[config.mk]
export PLATFORM = sky130hd
export DESIGN_NAME = work_loader
export DESIGN_NICKNAME = d
export VERILOG_FILES = /design/src/rtl/work_loader.sv
export SDC_FILE = /design/constraint.sdc
export NUM_CORES = 2
export LEC_CHECK = 0
export CORE_UTILIZATION = 42
export CTS_CLUSTER_SIZE = 25
export DETAILED_ROUTE_END_ITERATION = 10
export GPL_ROUTABILITY_DRIVEN = 0
export PLACE_DENSITY = 0.66
export REMOVE_ABC_BUFFERS = 1
export SLEW_MARGIN = 10
export SYNTH_ARGS = -nofsm -noshare
export SYNTH_HDL_FRONTEND = slang
export SYNTH_SLANG_ARGS = --single-unit
[constraint.sdc]
create_clock -name clk -period 55.7 [get_ports clk]
set_clock_uncertainty 0.15 [all_clocks]
set_input_delay 5.57 -clock clk [delete_from_list [all_inputs] [get_ports clk]]
set_output_delay 5.57 -clock clk [all_outputs]
set_load 0.005 [all_outputs]
[src/rtl/work_loader.sv]
// Work loader: assembles a mining work frame (sync byte, header and target payload, and
// optionally a trailing XOR checksum) from a byte stream into a shadow buffer. On a good frame
// it commits header/target to the miner atomically and pulses miner_reset_o.
// Optional feature macro: WORK_LOADER_CHECKSUM_EN (adds the checksum byte and CHECK state).
module work_loader #(
  parameter int unsigned HEADER_BYTES   = 76,
  parameter int unsigned TARGET_BYTES   = 32,
  parameter int unsigned TIMEOUT_CYCLES = 100000,
  parameter int unsigned RST_CYCLES     = 4
) (
  input  logic                      clk,
  input  logic                      reset,
  input  logic [7:0]                rx_data_i,
  input  logic                      rx_valid_i,
  output logic                      rx_ready_o,
  output logic [8*HEADER_BYTES-1:0] header_o,
  output logic [8*TARGET_BYTES-1:0] target_o,
  output logic                      work_valid_o,
  output logic                      miner_reset_o,
  output logic                      frame_err_o
);

  localparam int unsigned PayloadBytes = HEADER_BYTES + TARGET_BYTES;
  localparam int unsigned TmoW         = $clog2(TIMEOUT_CYCLES + 1);
  localparam int unsigned RstW         = (RST_CYCLES > 1) ? $clog2(RST_CYCLES) : 1;

  localparam logic [7:0]      SyncByte = 8'hA5;
  localparam logic [6:0]      LastIdx  = 7'(PayloadBytes - 1);
  localparam logic [TmoW-1:0] TmoLast  = TmoW'(TIMEOUT_CYCLES - 1);
  localparam logic [TmoW-1:0] TmoMax   = TmoW'(TIMEOUT_CYCLES);
  localparam logic [RstW-1:0] RstLast  = RstW'(RST_CYCLES - 1);

`ifdef WORK_LOADER_CHECKSUM_EN
  typedef enum logic [1:0] {StIdle, StLoad, StCheck, StRestart} state_e;
`else
  typedef enum logic [1:0] {StIdle, StLoad, StRestart} state_e;
`endif

  state_e                    state_q;
  logic [6:0]                idx_q;
  logic [TmoW-1:0]           tmo_q;
  logic [RstW-1:0]           rst_cnt_q;
  logic [8*PayloadBytes-1:0] shadow_q;
  logic [8*PayloadBytes-1:0] shadow_d;
  logic                      rx_ready_q;
  logic [8*HEADER_BYTES-1:0] header_q;
  logic [8*TARGET_BYTES-1:0] target_q;
  logic                      work_valid_q;
  logic                      miner_reset_q;
  logic                      frame_err_q;
  logic                      accept;
`ifdef WORK_LOADER_CHECKSUM_EN
  logic [7:0]                xor_q;
  logic [7:0]                xor_d;
`endif

  assign accept = rx_valid_i & rx_ready_q;

  // Shadow buffer with the incoming byte dropped into its little-endian slot.
  always_comb begin
    shadow_d = shadow_q;
    shadow_d[8*idx_q +: 8] = rx_data_i;
`ifdef WORK_LOADER_CHECKSUM_EN
    xor_d = xor_q ^ rx_data_i;
`endif
  end

  // Frame FSM with all outputs registered.
  always_ff @(posedge clk or posedge reset) begin
    if (reset) begin
      state_q       <= StIdle;
      idx_q         <= '0;
      tmo_q         <= '0;
      rst_cnt_q     <= '0;
      shadow_q      <= '0;
      rx_ready_q    <= 1'b0;
      header_q      <= '0;
      target_q      <= '0;
      work_valid_q  <= 1'b0;
      miner_reset_q <= 1'b0;
      frame_err_q   <= 1'b0;
`ifdef WORK_LOADER_CHECKSUM_EN
      xor_q         <= '0;
`endif
    end else begin
      frame_err_q <= 1'b0;
      case (state_q)
        StIdle: begin
          rx_ready_q <= 1'b1;
          if (accept && (rx_data_i == SyncByte)) begin
            state_q <= StLoad;
            idx_q   <= '0;
            tmo_q   <= '0;
`ifdef WORK_LOADER_CHECKSUM_EN
            xor_q   <= '0;
`endif
          end
        end
        StLoad: begin
          if (accept) begin
            // Sync value is ordinary payload here; no resync inside a frame.
            shadow_q <= shadow_d;
            tmo_q    <= '0;
            idx_q    <= idx_q + 7'd1;
`ifdef WORK_LOADER_CHECKSUM_EN
            xor_q    <= xor_d;
            if (idx_q == LastIdx) begin
              state_q <= StCheck;
            end
`else
            if (idx_q == LastIdx) begin
              {target_q, header_q} <= shadow_d;
              work_valid_q         <= 1'b1;
              miner_reset_q        <= 1'b1;
              rx_ready_q           <= 1'b0;
              rst_cnt_q            <= '0;
              state_q              <= StRestart;
            end
`endif
          end else if (tmo_q == TmoLast) begin
            frame_err_q <= 1'b1;
            state_q     <= StIdle;
          end else if (tmo_q != TmoMax) begin
            tmo_q <= tmo_q + TmoW'(1);
          end
        end
`ifdef WORK_LOADER_CHECKSUM_EN
        StCheck: begin
          if (accept) begin
            tmo_q <= '0;
            if (rx_data_i == xor_q) begin
              {target_q, header_q} <= shadow_q;
              work_valid_q         <= 1'b1;
              miner_reset_q        <= 1'b1;
              rx_ready_q           <= 1'b0;
              rst_cnt_q            <= '0;
              state_q              <= StRestart;
            end else begin
              frame_err_q <= 1'b1;
              state_q     <= StIdle;
            end
          end else if (tmo_q == TmoLast) begin
            frame_err_q <= 1'b1;
            state_q     <= StIdle;
          end else if (tmo_q != TmoMax) begin
            tmo_q <= tmo_q + TmoW'(1);
          end
        end
`endif
        StRestart: begin
          // Hold the miner in reset and refuse bytes for RST_CYCLES cycles.
          if (rst_cnt_q == RstLast) begin
            miner_reset_q <= 1'b0;
            rx_ready_q    <= 1'b1;
            state_q       <= StIdle;
          end else begin
            rst_cnt_q <= rst_cnt_q + RstW'(1);
          end
        end
        default: begin
          state_q <= StIdle;
        end
      endcase
    end
  end

  assign rx_ready_o    = rx_ready_q;
  assign header_o      = header_q;
  assign target_o      = target_q;
  assign work_valid_o  = work_valid_q;
  assign miner_reset_o = miner_reset_q;
  assign frame_err_o   = frame_err_q;

endmodule
# After elaboration in Yosys (flattened, before gate mapping)
# Cells that the tools add are included.
[totals] ff_bits=1760 in_bits=11 out_inout_bits=868 elab_cells=77
[classes] add_sub_neg=4 n_eq_ne=16 shifts=2 muxes=30 bitwise=1 n_reduce_logical=13
[op_table] operator="$bwmux 864" count=1
[op_table] operator="$shift 8x34->864 const A" count=1
[op_table] operator="$shiftx 8x34->864" count=1
[op_table] operator="$mux 17" count=4
[op_table] operator="$neg 10->34" count=1
[op_table] operator="$pmux 17 s2" count=1
[op_table] operator="$reduce_and 4->1" count=5
[op_table] operator="$add 17x1->17 const B" count=1
[op_table] operator="$eq 17x17->1 const B" count=1
[op_table] operator="$ne 17x17->1 const B" count=1
[op_table] operator="$mux 2" count=8
[op_table] operator="$mux 7" count=2
[op_table] operator="$pmux 7 s2" count=1
[op_table] operator="$ne 3x3->1 const B" count=4
[op_table] operator="$ne 2x2->1 const B" count=5
[op_table] operator="$mux 1" count=9
[op_table] operator="$eq 8x8->1 const B" count=1
[op_table] operator="$add 7x1->7 const B" count=1
[op_table] operator="$eq 7x7->1 const B" count=1
[op_table] operator="$pmux 2 s3" count=1
[op_table] operator="$reduce_and 3->1" count=2
[op_table] operator="$eq 2x2->1 const B" count=2
[op_table] operator="$pmux 2 s2" count=1
[op_table] operator="$reduce_bool 2->1" count=2
[op_table] operator="other kinds (9)" count=9

# Longest topological paths before layout
[depth] depth_word=5 mapped_depth=17 mapped_depth_nobuf=11

# Least setup slack after synthesis
# OpenSTA, ideal clock, no wires.
[synth_timing] path_kind="input -> register" start="input port rx_data_i[0]" end="register tmo_q[16]" setup_ns=0.066 arrival_time_ns=7.642 t_required_ns=55.484 slack_ns=47.842 cell_stages=7 path_buffers=1 path_cell_list="clkbuf_1 > nand4_1 > or4_1 > a21oi_1 > nand3_1 > or4_1 > nand2_1"
[synth_between] elab_chain_cells=4
[synth_rtl] item="from (decl)" line_no="13" source="input logic [7:0] rx_data_i,"
[synth_rtl] item="$eq 8x8->1" line_no="90" source="if (accept && (rx_data_i == SyncByte)) begin"
[synth_rtl] item="$logic_and 1x1->1" line_no="90"
[synth_rtl] item="$ne 2x2->1 (no source line)"
[synth_rtl] item="$reduce_and 4->1 (no source line)"
[synth_rtl] item="to (signal assigned)" line_no="124" source="tmo_q <= tmo_q + TmoW'(1);"
[synth_rtl] item="to (decl)" line_no="41" source="logic [TmoW-1:0] tmo_q;"
# No other way between the ends.
# A chain may end at the register's enable or synchronous reset.

==> reports/summary.md <==
- completed — status
- 63.5% — sequential share of the synthesized area
- 2890 uW — post-layout power
- 100% — async set-reset flop share out of synthesis
- async pin — kind of capture point of the worst setup path
- 2080 uW — cell internal pwr
- 6.05% — grt met3 use
- 43.6% — power share of the clock group
- 0.0000309 V — Max VDD drop
- 10.22 ns — minimum clock period
- 182 — number of buffers added by the clock tree synthesis step
- 56.37 ns — Required @ worst endpoint
- 43.3% — grt met2 use
- 0 — number of slew-limit violations in the final report
- 0 — Max Cap Viol
- 24.9% — Layout Area Growth over Synthesis
- 0 — remaining number of nets flagged by the antenna check after routing
- 9544 — count of placed standard cells including taps
- 61 — number of distinct library cells after synthesis
- 6 — First-pass DRT Iterations
- 148 — floorplan row count
- in -> async — Setup CP Type
- 0 — number of synthesis warnings
- 9872 — final std cells w/o fill
- reg -> reg — worst hold path class
- 0 — final setup violation count
- 0 — number of buffers inserted to repair setup after CTS
- 10.2 sq um — average cell area after synthesis
- 878 — count of input and output buffers
- 0.163 sq mm — core area
- 23.6 um — average routed wire per standard cell
- 4273 — Iteration-0 DRC Markers
- 160 mm — half-perimeter wire length of the detailed placement result
- 27.9% — total track usage
- met2 — routing layer with the top usage in global route
- 6 — antenna violations before repair
- 1760 — post-synthesis register bit count
- 42.4% — effective utilization at floorplan
- 18.4% — share of the clock period used by the worst path
- 12.4% — layout cell share with drive strength beyond 1
- 50.01 ns — reg-to-reg slack, setup
- 44.7% — sequential cell fraction of total power
- 408 um — Horiz. Die Dim
- 0.0693 sq mm — netlist area before placement
- 0 — hold-fix buffers at CTS
- 0 — DRC errors left
- 233 mm — overall routed net length
- 3 — number of buffers between clock root and the deepest sink
- clkbuf_16 — library cell used as clock root buffer
- yes — CTS tree
- 0.81 ns — Clk Latency, worst-skew pair
- dfrtp_1 (64%), nand2_1 (15%), mux2_2 (8.4%) — top post-synthesis cells by area
- 347 mm — first-pass GRT wire length
- 0 ns — Sum Neg Setup Slack
- 159 — top fanout value on the critical path
- 1.32 ns — slew at the pin with the worst max-slew slack
- 0.06 ns — clk slew on worst S/H paths
- 5.34 — routed via count divided by cell count
- 28.0% — switching fraction of total power
- 0.0427 uW — leakage power total
- dfrtp_1 — commonest register cell after synthesis
- 52874 — number of global-route vias before repair
- nand2_1 — dominant cell by count in the synthesized netlist
- 0 — EDFF count, synth
- 11.7% — Logic pwr share
- 52714 — number of vias after detailed routing
- 97.8 MHz — maximum achievable frequency
- 63.5% — area share of the largest cell type after synthesis
- 0 — number of gates given a new drive strength after cts
- 4 — CTS H-tree depth
- dfrtp_1 — leading area contributor after synthesis
- 240 — largest net degree at the start of global routing
- no — unrepaired setup endpoints after global routing
- 6771 — Post-Synthesis Cells
- 408 um — Die Y-Extent
- input pin — type of origin of the critical path
- 33.4 mW/mm^2 — Cell Pwr Density
- 811 uW — Switching Power
- 0 — leftover overflow at the end of global routing
- 7570 — number of nets in the layout
- 10.89 ns — critical path data arrival time
- 0.167 sq mm — die area
- 1760 — number of sinks handled by clock tree synthesis
- 0 — Final Hold Violating Endpoints
- nand2_1 (2727), dfrtp_1 (1760), mux2_2 (520), nor2_1 (400), clkbuf_1 (331) — leading cell types by count after synthesis
- 879 — number of top-level pins
- 12.0% — worst slew margin relative to its limit
- 37.1% — met1 GRT Util
## per-layer routing
layer / up-vias / share of wire, %
li1: 23623 / -
met3: 442 / 6.8
met1: 26888 / 42
met4: 6 / 5.2
met2: 1755 / 46
met5: - / 0.018
## worst paths after layout
kind / start / end / depth (start not counted)
min reg2reg: shadow_q[31] / header_o[31] / 2
max in group clk: rx_valid_i / header_o[59] / 9
min in group asynchronous: reset / header_o[541] / 2
min: shadow_q[31] / header_o[31] / 2
max reg2reg: idx_q[0] / header_o[59] / 10
max: reset / header_o[312] / 7
## metrics by stage
step | setup WS [ns] | area, sq um | utilization, % | hold WS [ns]
6_report | 45.48 | 86500 | 53.0 | 0.294
5_1_grt | 44.77 | 86500 | 53.0 | 0.317
4_1_cts | 45.40 | 86500 | 53.0 | 0.301
3_5_place_dp | 44.52 | 80300 | 49.2 | 0.298
3_3_place_gp | 44.58 | 80300 | 49.2 | 0.292
2_1_floorplan | 0.296 | 67900 | - | 0.283
## layout make-up
| class | count | area (sq um) |
|---|---|---|
| antenna | 1 | 2.50 |
| sequential | 1760 | 44000 |
| clock inverter | 61 | 798 |
| timing repair buffer | 953 | 9440 |
| fill | 14536 | 76800 |
| clock buffer | 266 | 5430 |
| inverter | 49 | 191 |
| multi-input combinational | 4607 | 23900 |
| tap | 2175 | 2720 |
## cells by family after synthesis
kind of cell    share of synthesized area [%]
fa+ha+maj                               0.108
xor+xnor                                0.291
simple gates                             19.7
buf+inv                                  2.25
compound gates                           4.88
mux                                      9.22
flops                                    63.5
## worst max-delay path: stages
cell and delay [ns]:
clkdlybuf4s50_1 0.50, inv_8 0.56, buf_4 0.76, buf_12 0.66
buf_4 0.78, buf_4 0.89, buf_4 0.78
## cells in the final DEF (no fill, tap or decap), drive strengths merged, types with 51 or more instances in the layout
| cell | instances |
|---|---|
| dfrtp | 1760 |
| nand3 | 88 |
| a31oi | 51 |
| clkbuf | 266 |
| nand2 | 2729 |
| nor3 | 74 |
| mux2 | 521 |
| buf | 83 |
| clkdlybuf4s50 | 870 |
| o21ai | 331 |
| mux2i | 52 |
| inv | 56 |
| nor2 | 405 |
## power by group through the flow
stage	registers (uW)	clock network, uW	logic [uW]
final	1290	1260	338
after global routing	1290	1340	360
after CTS	1290	1280	338
after detailed placement	1320	0	337
after floorplan	1320	0	159
after global placement	1310	0	335
## registers in the layout, summed over array words and instances, names as in the netlist
register,cells
shadow_q,864
state_q,2
rx_ready_o,1
target_o,256
header_o,608
rst_cnt_q,2
frame_err_o,1
idx_q,7
tmo_q,17
work_valid_o,1
miner_reset_o,1
Power figures use the tool's default switching activity.
